## config.mk

```make
export PLATFORM = sky130hd
export DESIGN_NAME = seg7_scan_ctrl_flat
export DESIGN_NICKNAME = d
export VERILOG_FILES = /design/src/rtl/seg7_scan_ctrl_if.sv /design/src/rtl/seg7_scan_ctrl.sv /design/src/flat_wrapper.sv
export SDC_FILE = /design/constraint.sdc
export NUM_CORES = 1
export LEC_CHECK = 0
export ABC_AREA = 1
export CAP_MARGIN = 15
export CORE_AREA = 4 4 100 102
export CTS_CLUSTER_DIAMETER = 150
export DETAILED_ROUTE_END_ITERATION = 7
export DIE_AREA = 0 0 104 106
export PLACE_DENSITY = 0.61
export SETUP_SLACK_MARGIN = 0.15
export SLEW_MARGIN = 20
export SYNTH_ARGS = -nofsm -noshare
export SYNTH_HDL_FRONTEND = slang
export SYNTH_SLANG_ARGS = --single-unit
```

## constraint.sdc

```tcl
create_clock -name clk -period 2.7 [get_ports clk]
set_input_delay 0.405 -clock clk [delete_from_list [all_inputs] [get_ports clk]]
set_output_delay 0.405 -clock clk [all_outputs]
set_load 0.03 [all_outputs]
```

## src/rtl/seg7_scan_ctrl_if.sv

```systemverilog
// Load channel for the 7-segment scan controller: packed BCD value with valid/ready.
interface seg7_scan_ctrl_if #(
   parameter int NUM_DIGITS = 4
);
   logic                    load_valid;
   logic                    load_ready;
   logic [4*NUM_DIGITS-1:0] load_data;

   modport master (output load_valid, output load_data, input load_ready);
   modport slave  (input load_valid, input load_data, output load_ready);
endinterface

```

## src/rtl/seg7_scan_ctrl.sv

```systemverilog
// Time-multiplexed 7-segment scan controller with a one-deep pending buffer
// that is committed to the display only on frame boundaries.
module seg7_scan_ctrl #(
   parameter int NUM_DIGITS   = 4,
   parameter int SCAN_DIV     = 50000,
   parameter int BLANK_CYCLES = 500
) (
   input  logic                  clk,
   input  logic                  reset,
   seg7_scan_ctrl_if.slave       load,
   input  logic                  blank_lz,
   output logic [6:0]            seg,
   output logic [NUM_DIGITS-1:0] digit_en,
   output logic                  frame_done
);

   localparam int CNT_W = $clog2(SCAN_DIV);
   localparam int IDX_W = (NUM_DIGITS > 1) ? $clog2(NUM_DIGITS) : 1;
   localparam logic [CNT_W-1:0] CNT_LAST = CNT_W'(SCAN_DIV - 1);
   localparam logic [IDX_W-1:0] IDX_LAST = IDX_W'(NUM_DIGITS - 1);

   typedef enum logic {BLANK, DRIVE} state_t;

   state_t                  state, state_next;
   logic [CNT_W-1:0]        cnt, cnt_next;
   logic [IDX_W-1:0]        idx, idx_next;
   logic [4*NUM_DIGITS-1:0] display, display_next, pending;
   logic                    pending_full;
   logic                    boundary, transfer;
   logic [6:0]              seg_next;
   logic [NUM_DIGITS-1:0]   digit_en_next;
   logic                    frame_done_next;

   function automatic logic [6:0] decode(input logic [3:0] d);
      case (d)
         4'h0:    return 7'h3F;
         4'h1:    return 7'h06;
         4'h2:    return 7'h5B;
         4'h3:    return 7'h4F;
         4'h4:    return 7'h66;
         4'h5:    return 7'h6D;
         4'h6:    return 7'h7D;
         4'h7:    return 7'h07;
         4'h8:    return 7'h7F;
         4'h9:    return 7'h6F;
         default: return 7'h40;
      endcase
   endfunction

   assign boundary       = (idx == IDX_LAST) && (cnt == CNT_LAST);
   assign transfer       = load.load_valid && !pending_full;
   assign load.load_ready = ~pending_full;

   always_ff @(posedge clk or posedge reset) begin
      if (reset) begin
         state        <= BLANK;
         cnt          <= '0;
         idx          <= '0;
         display      <= '0;
         pending      <= '0;
         pending_full <= 1'b0;
         seg          <= '0;
         digit_en     <= '0;
         frame_done   <= 1'b0;
      end else begin
         state      <= state_next;
         cnt        <= cnt_next;
         idx        <= idx_next;
         display    <= display_next;
         seg        <= seg_next;
         digit_en   <= digit_en_next;
         frame_done <= frame_done_next;
         // Commit and accept are exclusive: a transfer needs pending empty.
         if (boundary && pending_full) begin
            pending_full <= 1'b0;
         end else if (transfer) begin
            pending      <= load.load_data;
            pending_full <= 1'b1;
         end
      end
   end

   always_comb begin
      cnt_next = (cnt == CNT_LAST) ? '0 : cnt + 1'b1;
      idx_next = idx;
      if (cnt == CNT_LAST) begin
         idx_next = (idx == IDX_LAST) ? '0 : idx + 1'b1;
      end
      state_next = state;
      case (state)
         BLANK:   if (int'(cnt_next) >= BLANK_CYCLES) state_next = DRIVE;
         DRIVE:   if (cnt == CNT_LAST && BLANK_CYCLES > 0) state_next = BLANK;
         default: state_next = BLANK;
      endcase
      display_next = (boundary && pending_full) ? pending : display;
   end

   // Output registers are loaded from next-state values so they line up
   // with the state/idx of the cycle in which they are visible.
   always_comb begin
      logic [NUM_DIGITS-1:0] zero_from;
      logic                  run_zero;
      logic [3:0]            nib;
      logic                  lz_hit;
      run_zero = 1'b1;
      zero_from = '0;
      nib = '0;
      lz_hit = 1'b0;
      for (int unsigned j = 0; j < NUM_DIGITS; j++) begin
         run_zero = run_zero && (display_next[4*(NUM_DIGITS-1-j) +: 4] == 4'h0);
         zero_from[NUM_DIGITS-1-j] = run_zero;
      end
      for (int unsigned k = 0; k < NUM_DIGITS; k++) begin
         if (idx_next == IDX_W'(k)) begin
            nib    = display_next[4*k +: 4];
            lz_hit = (k != 0) && zero_from[k];
         end
      end
      seg_next      = '0;
      digit_en_next = '0;
      if (state_next == DRIVE) begin
         digit_en_next = NUM_DIGITS'(1) << idx_next;
         seg_next      = (blank_lz && lz_hit) ? '0 : decode(nib);
      end
      frame_done_next = (idx_next == IDX_LAST) && (cnt_next == CNT_LAST);
   end

endmodule

```

## src/flat_wrapper.sv

```systemverilog
// flat-port wrapper written by rule: the top's interface ports become plain ports
module seg7_scan_ctrl_flat 
#(
   parameter int NUM_DIGITS   = 4,
   parameter int SCAN_DIV     = 50000,
   parameter int BLANK_CYCLES = 500
)
  (clk, reset, blank_lz, seg, digit_en, frame_done, load_load_valid, load_load_data, load_load_ready);
  seg7_scan_ctrl_if #(.NUM_DIGITS(NUM_DIGITS)) load_i ();
  input  logic clk;
  input  logic reset;
  input  logic blank_lz;
  output logic [6:0] seg;
  output logic [NUM_DIGITS-1:0] digit_en;
  output logic frame_done;
  input wire logic [$bits(load_i.load_valid)-1:0] load_load_valid;
  input wire logic [$bits(load_i.load_data)-1:0] load_load_data;
  output wire logic [$bits(load_i.load_ready)-1:0] load_load_ready;
  assign load_i.load_valid = load_load_valid;
  assign load_i.load_data = load_load_data;
  assign load_load_ready = load_i.load_ready;
  seg7_scan_ctrl #(.NUM_DIGITS(NUM_DIGITS), .SCAN_DIV(SCAN_DIV), .BLANK_CYCLES(BLANK_CYCLES)) u_core (.clk(clk), .reset(reset), .load(load_i), .blank_lz(blank_lz), .seg(seg), .digit_en(digit_en), .frame_done(frame_done));
endmodule
```

==> out/results.ini, run 1 <==
[run_status]
outcome = completed

[cells_and_area]
diodes = 0
most-common-layout-cells = nand2_1, inv_1, nor2_1, dfrtp_1, clkdlybuf4s50_1
nets = 564
fillCellCount = 894
syn_to_final_growth_pct = 26.82
fin_cells = 651
drive_gt1_share_pct = 21.48
layout_commonest_cell = nand2_1

[detailed_routing]
drcViolationCount = 0
first_iter_violations = 140
ant_nets = 0
routedWlPerCell_um = 12.83
wl_um = 8351
vias_per_cell = 4.707
first_pass_iters = 5
num_vias = 3064

[synth]
yosysTopAreaCellShare_pct = 44.88
syn_avg_cell_area_um2 = 7.625
synth_area_leaders = dfrtp_1, nand2_1, inv_1, nor2_1, nand4_1
synth-seq-area-share_pct = 44.88
syn_area_mm2 = 0.003568
synth_cell_types = 32
synth_nets = 496
synth-edff-count = 0
ys_async_sr_fraction_pct = 100.0
yosys.area.top_type = dfrtp_1
synth_cells = 468
ys_ff_latch = 64
ys_warn_count = 0
ys.flop_type = dfrtp_1

[clock_tree]
htree_levels = 3
postCtsHoldBufs = 0
clock_tree.buffer_depth = 2
clock-sinks = 64
numCtsBuffers = 9
root_buffer = clkbuf_8
cts_tree = done
clkTransAtPathRegs_ns = 0.07
worstSkewPairLatency_ns = 0.34

[floorplan]
fp.dieH_um = 106
initial_core_util_pct = 39.18
die_x_um = 104
die-area_mm2 = 0.01102
coreArea_mm2 = 0.009109
placementRows = 35
pin_count = 33

[power]
p_per_area_mw_per_mm2 = 416.6
worst_ir_drop_vdd_mv = 0.3809
p_leak_nw = 2.497

[grt]
grt_max_degree = 65
globalRoute.totalOverflow = 0
grt_pass1_vias = 2955
antenna_found_initial = 0
grt_pass1_wl_um = 13740
track_usage_pct = 15.33

[placement]
globalplace.congestion = 0.8646
dp.cells = 613
portBuffers = 32
place_hpwl_um = 5942

[sta]
min_period_ns = 2.395
rsz0062_at_grt = yes
skew_ns = 0.01207
finalSetupTns_ns = 0
setup_viol = 0
hold_viol_final = 0
maxSlewViolCount = 0
maxSlewHeadroom_pct = 76.77
min_period_over_period_pct = 88.70
max_freq_mhz = 417.6
tightestPinTransition_ns = 0.3485

[setup_path]
required_ns = 2.93
crit_path_top_delay_cell = dfrtp_1
worstRegToRegCells = 17
path_class = flop to flop
worstSetupEndpointType = flop
critPathMaxFanout = 6
worstPathArrival_ns = 2.63
slowest_delay_ns = 0.43
cp-start-kind = flop
worstPathCellList = ha_4, nand3_4, nor2_8, nand2_4, nand2_2, nand2_4, nand2_4, inv_2, nand2_2, nand3_2, nor2_4, inv_2, ha_1, inv_1, nor2_1, nor2_1, nor2_1

[flow_run]
cap_violations = 0

[worst_hold_path]
min_path_type = primary input to async pin

## where the power goes
group	internal, mW	leakage (nW)	switching [mW]
combinational	0.0412	1.58	0.0416
sequential	0.986	0.824	0.0102
clock	0.446	0.0925	0.360
total	1.47	2.50	0.412
## metal layers
layer / global-route usage (%) / vias to the layer above / share of wire [%]
li1: - / 1566 / -
met1: 18.94 / 1439 / 45
met2: 26.65 / 51 / 50
met3: 2.793 / 8 / 3.6
met4: 5.888 / 0 / 1.3
met5: 0 / - / 0
## cell type report
cell class / count / area [µm²] / area share (%)
inverters: 97 / 364.1 / 8.045
clock buffers: 12 / 145.1 / 3.207
multi-input cells: 302 / 1663 / 36.74
flip-flops and latches: 64 / 1605 / 35.47
repair buffers: 62 / 566.8 / 12.52
clock inverters: 3 / 42.54 / 0.9400
well taps: 111 / 138.9 / 3.069
## per-stage QoR
step / setup slack, ns / hold WS [ns] / utilization, % / power [mW] / cell area [µm²]
finish: 0.3051 / 0.4428 / 49.68 / 1.885 / 4526
global route: 0.1153 / 0.4736 / 49.68 / 1.971 / 4526
CTS: 0.1481 / 0.4597 / 46.59 / 1.913 / 4244
detailed placement: 0.1243 / 0.4824 / 44.51 / 1.100 / 4054
global placement: 0.2203 / 0.4643 / 44.51 / 1.097 / 4054
floorplan: 0.3868 / 0.4512 / - / 1.053 / 3568
## registers in the layout, indices dropped and copies added (netlist names)
name and count:
u_core.digit_en 4, u_core.idx 2, u_core.seg 7, u_core.pending 16
u_core.pending_full 1, u_core.cnt 16, u_core.frame_done 1, u_core.state 1
u_core.display 16
## cell usage after synthesis (2+ instances only)
library cell / number
a21oi_1: 13
buf_6: 3
clkbuf_1: 2
dfrtp_1: 64
ha_1: 8
inv_1: 90
inv_2: 6
mux2_2: 4
nand2_1: 112
nand2_2: 10
nand2_4: 4
nand3_1: 19
nand3_2: 3
nand3_4: 2
nand3b_1: 3
nand4_1: 18
nor2_1: 69
nor2_2: 10
nor2_4: 4
nor3_1: 4
o21ai_0: 6
o21ai_1: 3
o21bai_1: 2
## kinds of logic (layout without fill, tap and decap cells)
family,count (synthesis),in the layout,share of synthesized area [%]
AO/OA/AOI/OAI,27,27,4.453
multiplexers,4,4,1.262
flip-flops,64,64,44.88
XOR/XNOR,1,1,0.2455
AND/OR/NAND/NOR,260,262,34.64
buffers and inverters,104,174,11.71
adder cells (fa/ha/maj),8,8,2.805
## worst max-delay path: cells and delay by family (launching register included)
kind,cells,cell delay [ns]
AND/OR/NAND/NOR,12,1.27
flip-flops,1,0.43
adder cells (fa/ha/maj),2,0.36
buffers and inverters,3,0.20
## path summary, 6_finish.rpt
| path | start | slack [ns] | end |
|---|---|---|---|
| max | u_core.cnt[1] | 0.31 | u_core.seg[4] |
| min | reset | 0.44 | u_core.cnt[2] |
| max reg2reg | u_core.cnt[1] | 0.31 | u_core.seg[4] |
| min reg2reg | u_core.pending[0] | 0.52 | u_core.display[0] |
| max in group asynchronous | reset | 1.95 | u_core.cnt[11] |
| min in group clk | u_core.pending[0] | 0.52 | u_core.display[0] |
## timing repair
item                                   4_1_cts  5_1_grt
buffers inserted                             0       20
gates resized for setup                      1       34
pin swaps                                    0       11
endpoints found under the hold margin        0        0
setup endpoints to repair                    6        8
gates cloned                                 0        3
Power figures use the tool's default switching activity.
==> run 2, diff against run 1 <==
- CORE_AREA: 4 4 100 102 -> 4 4 95 97
- DIE_AREA: 0 0 104 106 -> 0 0 99 101
- PLACE_DENSITY: 0.61 -> 0.66
==> run 2 against run 1 <==
Flip-flop and latch count is the same; largest cell class is now flip-flops and latches; combinational power is essentially flat; non-clock buffer count shrank 6; sequential power is essentially flat; worst setup slack lost 0.0028 ns; clock power shrank 11%; clock-buffer cell count grew 1; register-to-register slack is essentially flat.
==> out/results.ini, run 2 (synthesis gave the netlist of run 1 again) <==
[run_status]
outcome = completed

[setup_path]
critPathMaxFanout = 12  ; +6
cp_top_family = simple AND/OR/NAND/NOR gates
slowest_delay_ns = 0.38  ; -0.05 ns
timing.critical_path.buf_inv = 4  ; +1
path_class = flop to flop
worstPathArrival_ns = 2.67  ; +0.04 ns
worstPathCellList = ha_2, nand3_4, nor2_8, buf_4, nand4_1, nand2_1, inv_1, nand2_1, nand3_2, nor2_4, inv_1, ha_1, inv_1, nand2_1, nand2_2, nor2_1, nor2_2
required_ns = 2.97  ; +0.04 ns
crit_path_top_delay_cell = dfrtp_1
cp-start-kind = flop
worstSetupEndpointType = flop

[cells_and_area]
diodes = 0  ; unchanged
top_regs = u_core.cnt: 16 flops, u_core.display: 16 flops, u_core.pending: 16 flops
drive_gt1_share_pct = 19.14  ; -2.3 points
most-common-layout-cells = nand2_1, inv_1, nor2_1, dfrtp_1, clkdlybuf4s50_1
nets = 556  ; -1.4%
fillCellCount = 800  ; -11%
syn_to_final_growth_pct = 23.46
final_area_mm2 = 0.004405  ; -2.7%
layout_commonest_cell = nand2_1

[flow_run]
cap_violations = 0  ; unchanged

[detailed_routing]
wl_met1_um = 3491  ; -8.0%
wl_um = 8100  ; -3.0%
route.met2.wl_um = 4272  ; +2.9%
num_vias = 3051  ; -0.42%
drcViolationCount = 0  ; unchanged
wl_met3_um = 252  ; -15%
first_pass_iters = 4  ; -1
routedWlPerCell_um = 12.70  ; -1.0%
first_iter_violations = 114  ; -19%
routed.top_layer = met4
ant_nets = 0  ; unchanged
vias_per_cell = 4.782  ; +1.6%

[floorplan]
initial_core_util_pct = 43.87  ; +4.7 points
pin_count = 33  ; unchanged
die-area_mm2 = 0.009999  ; -9.3%
placementRows = 33  ; -5.7%
fp.dieH_um = 101  ; -4.7%
coreArea_mm2 = 0.008134  ; -11%
die_x_um = 99  ; -4.8%

[sta]
maxSlewViolCount = 0  ; unchanged
skew_ns = 0.01048  ; -0.001593 ns
hold_viol_final = 0  ; unchanged
tightestPinTransition_ns = 0.3326  ; -0.01586 ns
maxSlewHeadroom_pct = 77.79  ; +1.0 points
finalSetupTns_ns = 0  ; unchanged
setup_viol = 0  ; unchanged
setup_slack_ns = 0.3024  ; -0.002752 ns
rsz0062_at_grt = no
min_period_ns = 2.398  ; +0.002752 ns
max_freq_mhz = 417.1  ; -0.11%
min_period_over_period_pct = 88.80  ; +0.10 points

[clock_tree]
cts_tree = done
root_buffer = clkbuf_8
htree_levels = 3  ; unchanged
postCtsHoldBufs = 0  ; unchanged
worstSkewPairLatency_ns = 0.34  ; about the same
clock_tree.buffer_depth = 2  ; unchanged
numCtsBuffers = 9  ; unchanged
clock-sinks = 64  ; unchanged
clkTransAtPathRegs_ns = 0.07  ; about the same

[power]
total_power_mw = 1.796  ; -4.8%
worst_ir_drop_vdd_mv = 0.2646  ; -31%
p_leak_nw = 2.461  ; -1.5%
p_per_area_mw_per_mm2 = 407.6  ; -2.2%

[grt]
grt_max_degree = 34  ; -48%
globalRoute.totalOverflow = 0  ; unchanged
grt_pass1_vias = 2996  ; +1.4%
track_usage_pct = 17.06  ; +1.7 points
antenna_found_initial = 0  ; unchanged
grt_pass1_wl_um = 13430  ; -2.3%

[placement]
globalplace.congestion = 0.8391  ; -2.9%
place_hpwl_um = 6109  ; +2.8%
post-place-ws_ns = 0.1763  ; +0.05201 ns
portBuffers = 32  ; unchanged
place_area_mm2 = 0.004061  ; +0.19%

[worst_hold_path]
min_path_type = primary input to async pin

-- run 2: cell types whose count changed in the layout (fill, tap and decap cells not counted), sizes merged --
cell and change:
buf -6, clkbuf +1, bufinv -1, nor2 -1, clkinv +1, nand3 -1
-- run 2: through the flow --
step | util (%) | hold slack [ns] | std cells
global route | 54.16 | 0.3739 | 638
detailed placement | 49.93 | 0.4860 | 609
floorplan | - | 0.4512 | 468
CTS | 52.32 | 0.3382 | 627
finish | 54.16 | 0.3438 | 638
global placement | 49.93 | 0.4638 | 609
-- run 2: path summary, 6_finish.rpt --
check                                  start  slack (ns)  cells after the start                end
setup / recovery               u_core.cnt[0]        0.30                     17      u_core.seg[3]
hold / removal                         reset        0.34                      2      u_core.cnt[2]
setup reg to reg               u_core.cnt[0]        0.30                     17      u_core.seg[3]
hold reg to reg            u_core.pending[3]        0.52                      1  u_core.pending[3]
max in group asynchronous              reset        1.78                      3     u_core.cnt[10]
min in group clk           u_core.pending[3]        0.52                      1  u_core.pending[3]
-- run 2: layout make-up --
cell class	instances	area (µm²)	share of cell area, %
clock inverter	3	17.52	0.3976
timing repair buffer	56	529.3	12.01
sequential	64	1608	36.50
multi-input combinational	300	1607	36.47
tap	105	131.4	2.982
inverter	97	364.1	8.265
clock buffer	13	148.9	3.380
-- run 2: power breakdown --
part | internal, mW | switching (mW)
Combinational | 0.0420 | 0.0411
Clock | 0.356 | 0.360
Sequential | 0.986 | 0.00991
-- run 2: per-layer routing --
metal / GRT usage (%) / vias to the layer above
met4: 5.357 / 0
met1: 19.91 / 1452
met5: 0 / -
met3: 3.945 / 6
li1: - / 1547
met2: 30.94 / 46
-- run 2: what timing repair did --
action / in CTS / in global routing
gates resized for setup: 0 / 24
setup endpoints to repair: 1 / 8
cloned: 0 / 0
buffers inserted: 2 / 11
pin swaps: 1 / 4
hold endpoints to repair: 0 / 0
-- run 2: worst register-to-register path: cells and delay by family, from the launching register on --
family | cells | cell delay [ns]
flip-flops | 1 | 0.38
buffers and inverters | 4 | 0.40
AND/OR/NAND/NOR | 11 | 1.15
adder cells (fa/ha/maj) | 2 | 0.42
==> run 3, diff against run 2 <==
- MAX_ROUTING_LAYER: not set -> met4
==> run 3 against run 2 <==
First-iteration DRC count decreased by 12%; clock-buffer cell count unchanged; via count decreased by 2.8%; fmax increased by 1.7%; utilization increased by 0.28 points; worst hold slack improved by 0.011 ns; clock skew decreased by 0.00084 ns; worst setup slack improved by 0.040 ns; flip-flop and latch count unchanged; non-clock buffer count decreased by 4; cell area increased by 0.51%; power increased by 7.7%; largest power group unchanged.
==> out/results.ini, run 3 (synthesis gave the netlist of run 1 again) <==
[sta]
finalSetupTns_ns = 0  ; unchanged
skew_ns = 0.009644  ; -0.0008370 ns
hold_viol_final = 0  ; unchanged
maxSlewHeadroom_pct = 76.04  ; -1.8 points
max_freq_mhz = 424.1  ; +1.7%
min_period_ns = 2.358  ; -0.03973 ns
maxSlewViolCount = 0  ; unchanged
rsz0062_at_grt = no
min_period_over_period_pct = 87.33  ; -1.5 points
setup_viol = 0  ; unchanged
tightestPinTransition_ns = 0.3580  ; +0.02545 ns

[cells_and_area]
most-common-layout-cells = nand2_1, inv_1, nor2_1, dfrtp_1, clkdlybuf4s50_1
top_regs = u_core.cnt: 16 flops, u_core.display: 16 flops, u_core.pending: 16 flops
nets = 552  ; -0.72%
fillCellCount = 771  ; -3.6%
drive_gt1_share_pct = 18.37  ; -0.77 points
diodes = 0  ; unchanged
area.sequential_mm2 = 0.001609  ; about the same
final_util_pct = 54.44  ; +0.28 points
multiInputGateArea_mm2 = 0.001614  ; +0.47%
layout_commonest_cell = nand2_1
syn_to_final_growth_pct = 24.09

[detailed_routing]
first_pass_iters = 4  ; unchanged
drcViolationCount = 0  ; unchanged
wl_um = 7776  ; -4.0%
ant_nets = 0  ; unchanged
num_vias = 2966  ; -2.8%
first_iter_violations = 100  ; -12%
routedWlPerCell_um = 12.28  ; -3.2%
vias_per_cell = 4.686  ; -2.0%

[floorplan]
placementRows = 33  ; unchanged
fp.dieH_um = 101  ; unchanged
die_x_um = 99  ; unchanged
coreArea_mm2 = 0.008134  ; unchanged
pin_count = 33  ; unchanged
die-area_mm2 = 0.009999  ; unchanged
initial_core_util_pct = 43.87  ; unchanged

[run_status]
outcome = completed

[power]
internal-power_mw = 1.526  ; +10%
p_comb_share_pct = 4.3  ; -0.3 points
pwr-share-clk_pct = 44.3  ; +4.4 points
p_leak_nw = 2.453  ; -0.32%
p_per_area_mw_per_mm2 = 436.9  ; +7.2%
seqPwrFrac_pct = 51.5  ; -4.0 points
p_sw_uw = 408.7  ; -0.59%
worst_ir_drop_vdd_mv = 0.3182  ; +20%
switching_share_pct = 21.12  ; -1.8 points

[clock_tree]
htree_levels = 3  ; unchanged
clock-sinks = 64  ; unchanged
clkTransAtPathRegs_ns = 0.07  ; about the same
cts_tree = done
clock_tree.buffer_depth = 2  ; unchanged
root_buffer = clkbuf_8
postCtsHoldBufs = 0  ; unchanged
numCtsBuffers = 9  ; unchanged
worstSkewPairLatency_ns = 0.33  ; about the same

[worst_hold_path]
min_path_type = primary input to async pin

[placement]
portBuffers = 32  ; unchanged
globalplace.congestion = 0.8612  ; +2.6%
place_hpwl_um = 6008  ; -1.6%

[setup_path]
cp-start-kind = flop
r2r_slack_ns = 0.34  ; +0.04 ns
path_class = flop to flop
critPathMaxFanout = 14  ; +2
required_ns = 2.97  ; about the same
worstSetupEndpointType = flop
worstPathArrival_ns = 2.63  ; -0.04 ns

[grt]
track_usage_pct = 17.17  ; +0.11 points
grt_pass1_wl_um = 13390  ; -0.36%
globalRoute.totalOverflow = 0  ; unchanged
grt_max_degree = 34  ; unchanged
grt_pass1_vias = 2933  ; -2.1%
antenna_found_initial = 0  ; unchanged

[flow_run]
cap_violations = 0  ; unchanged

## run 3: area by class of cell
type,instances,area share [%]
sequential,64,36.34
inverter,97,8.223
timing repair buffer,52,11.36
clock inverter,2,0.8477
multi-input combinational,300,36.45
tap,105,2.967
clock buffer,13,3.815
## run 3: path summary, 6_finish.rpt
| path | to | cells past startpoint | from |
|---|---|---|---|
| worst max-delay path | u_core.seg[3] | 17 | u_core.cnt[5] |
| worst min-delay path | u_core.cnt[15] | 2 | reset |
| worst max register to register | u_core.seg[3] | 17 | u_core.cnt[5] |
| worst min register to register | u_core.pending[15] | 2 | u_core.pending[15] |
| max in group asynchronous | u_core.cnt[11] | 3 | reset |
| min in group clk | u_core.pending[15] | 2 | u_core.pending[15] |
## run 3: power by group through the flow
stage	logic, mW	clock network, mW	registers [mW]
final	0.0825	0.856	0.996
after floorplan	0.0409	0	1.01
after global routing	0.0950	0.919	0.998
after CTS	0.0857	0.876	0.996
after detailed placement	0.0853	0	1.01
after global placement	0.0833	0	1.01
## run 3: per-layer routing
metal	up-vias	global-route usage (%)	wire (µm)
met1	1375	20.06	3424
met2	42	29.86	4048
met3	8	3.529	210
met5	-	-	0
met4	0	5.147	92
li1	1541	-	-
## run 3: worst max-delay path, stage by stage (launching register included)
cell,delay (ns)
dfrtp_2,0.45
nor2_1,0.13
nand2_1,0.09
nor2_4,0.22
nand3_4,0.12
buf_12,0.16
o21ai_1,0.12
inv_1,0.07
nand2_1,0.05
nand3_1,0.11
nor2_4,0.18
inv_1,0.08
ha_1,0.20
inv_1,0.05
nand2_1,0.04
nand2_1,0.08
nor2_1,0.05
nor2_2,0.09
## run 3: timing repair
action / in CTS / in global routing
setup buffers: 0 / 11
gates resized for setup: 1 / 24
cloned: 0 / 0
pin swaps: 0 / 5
endpoints found under the hold margin: 0 / 0
endpoints found under the setup margin: 4 / 9
## run 3: through the flow
step / instance area [µm²] / hold slack (ns) / total power, mW / setup WS (ns) / instances
after floorplan: 3568 / 0.4512 / 1.053 / 0.3868 / 468
after global placement: 4046 / 0.4644 / 1.097 / 0.2543 / 607
after detailed placement: 4046 / 0.4838 / 1.100 / 0.1158 / 607
after CTS: 4255 / 0.3572 / 1.957 / 0.1747 / 622
after global routing: 4428 / 0.3847 / 2.012 / 0.1463 / 633
final: 4428 / 0.3544 / 1.935 / 0.3421 / 633
==> patch (flow settings as in run 1) <==
Compare `cnt` against `CNT_LAST` with >= in place of ==.
--- a/src/rtl/seg7_scan_ctrl.sv
+++ b/src/rtl/seg7_scan_ctrl.sv
@@ -47,7 +47,7 @@
       endcase
    endfunction
 
-   assign boundary       = (idx == IDX_LAST) && (cnt == CNT_LAST);
+   assign boundary       = (idx == IDX_LAST) && (cnt >= CNT_LAST);
    assign transfer       = load.load_valid && !pending_full;
    assign load.load_ready = ~pending_full;
 
Formal check against the unedited RTL: no difference found for any inputs over 10 cycles, from zero or initial values and one cycle with reset high; that may be too few to reach the edited logic, so the function may still have changed.
==> patch against run 1 <==
- first-iteration DRC count grew 16%
- synthesized area shrank 1.8%
- power grew 7.5%
- sequential cell count is the same
- wire length shrank 10%
- setup slack lost 0.024 ns
- design area shrank 4.7%
- critical endpoint is now u_core.seg[3]
==> patch: results (changes against run 1) <==
| Metric | Value |
|---|---|
| 1st-iter DRT viols | 162 (+16%) |
| Leakage | 2.302 nW (-7.8%) |
| CTS Buf Count | 9 (unchanged) |
| Clock Tree Root | clkbuf_8 |
| Ranking of synthesized cells by area | dfrtp_1 46%, nand2_1 10%, inv_1 7.0%, nor2_1 6.0%, nand3_1 5.1% |
| Layout cells sized above 1 | 19.13% (-2.4 points) |
| Final Hold Viols | 0 (unchanged) |
| GRT Total Usage | 13.75% (-1.6 points) |
| Antenna violations before repair | 0 (unchanged) |
| Count of different cell masters after synthesis | 36 (+13%) |
| Peak VDD IR | 0.0002186 V (-43%) |
| CTS clk-pin slew, worst paths | about 0.080 ns |
| Filler cell count | 899 (+0.56%) |
| Synth warn | 0 (unchanged) |
| Syn nets | 456 (-8.1%) |
| Register area share after synthesis | 45.71% (+0.83 points) |
| Max Clock Skew | 0.009543 ns (-0.002531 ns) |
| Max Root-Sink Buffers | 2 (unchanged) |
| Diode count | 0 (unchanged) |
| First-pass GRT wire length | 12360 microns (-10%) |
| Run status | finished clean |
| Commonest cells in the netlist | 94 x nand2_1, 65 x inv_1, 64 x dfrtp_1 |
| Nets | 505 (-10%) |
| H-tree depth reported by CTS | 3 (unchanged) |
| DR WL/cell | 12.68 microns (-1.2%) |
| Share of flip-flops with an asynchronous set or reset | 100.0% (unchanged) |
| Routed vias/inst | 4.660 (-0.98%) |
| Critical path fanouts, max | 7 (+1) |
| # DRC | 0 (unchanged) |
| Ys flop type | dfrtp_1 |
| Detailed Routing Iterations Pass 1 | 4 (-1) |
| Pin count of the biggest net entering global routing | 65 (unchanged) |
| Clock latency on the worst-skew pair | 0.35 ns |
| CP arrival | 2.65 ns (+0.02 ns) |
| Worst Hold Class | in -> async |
| DP HPWL | 5337 microns (-10%) |
| Final estimated routing congestion in global placement | 0.8451 (-2.3%) |
| Number of port buffers | 32 (unchanged) |
| Vias in the first global route | 2627 (-11%) |
| Top flop regs | u_core.cnt x16, u_core.display x16, u_core.pending x16 |
| Max_slew headroom | 59.34% (-17 points) |
patch: metrics by stage:
stage / cells / hold slack (ns) / instance area, sq um / worst slack (ns)
3_3_place_gp: 568 / 0.4733 / 3955 / 0.09993
5_1_grt: 592 / 0.4776 / 4314 / 0.1100
3_5_place_dp: 568 / 0.4838 / 3955 / 0.01765
2_1_floorplan: 427 / 0.4516 / 3503 / 0.1952
6_report: 592 / 0.4294 / 4314 / 0.2809
4_1_cts: 585 / 0.4389 / 4208 / 0.1669
patch: where the power goes:
part           internal [mW]  total [mW]  switching (mW)
clock                  0.548       0.943           0.395
sequential             0.986       0.999          0.0131
combinational         0.0430      0.0843          0.0413
patch: final cells by class:
class,count,share of cell area (%)
clock buffers,10,3.190
clock inverters,6,2.146
inverters,72,6.264
well taps,111,3.219
repair buffers,45,10.44
flip-flops and latches,64,37.18
multi-input cells,284,37.56
patch: final timing paths:
check	slack, ns	depth (start not counted)	start	endpoint
max	0.28	15	u_core.cnt[0]	u_core.seg[3]
min	0.43	3	reset	u_core.cnt[5]
max reg2reg	0.28	15	u_core.cnt[0]	u_core.seg[3]
min reg2reg	0.50	1	u_core.cnt[0]	u_core.cnt[0]
max in group asynchronous	1.98	3	reset	u_core.pending[2]
min in group clk	0.50	1	u_core.cnt[0]	u_core.cnt[0]
patch: layer usage:
layer | global-route usage [%] | up-vias | share of wire [%]
met5 | 0 | - | 0
met1 | 19.11 | 1267 | 48
met3 | 3.764 | 4 | 5.3
li1 | - | 1421 | -
met4 | 3.419 | 0 | 0.51
met2 | 21.31 | 67 | 46
patch: logic make-up (layout without fill, tap and decap cells):
family	Yosys count	in the layout	synth area share, %
XOR/XNOR	5	5	1.250
buffers and inverters	79	133	9.357
multiplexers	8	8	2.679
AO/OA/AOI/OAI	21	21	3.786
AND/OR/NAND/NOR	241	241	34.00
adder cells (fa/ha/maj)	9	9	3.214
flip-flops	64	64	45.71
patch: what timing repair did:
item	CTS	global route
pin swaps	0	4
hold buffers	0	0
buffers inserted	1	7
endpoints found under the setup margin	6	7
endpoints found under the hold margin	0	0
resized for setup	4	10
patch: critical path, stage by stage, from the launching register on:
cell and delay, ns:
dfrtp_2 0.44, ha_4 0.19, nand3_4 0.10, nor2_1 0.06, nand2_1 0.10, nand3_4 0.11
nand2_8 0.11, mux2_4 0.30, nand2_1 0.06, nand3_1 0.09, a21oi_2 0.18, ha_1 0.25
inv_1 0.06, nor2_2 0.04, nor2_1 0.13, nor2_1 0.06
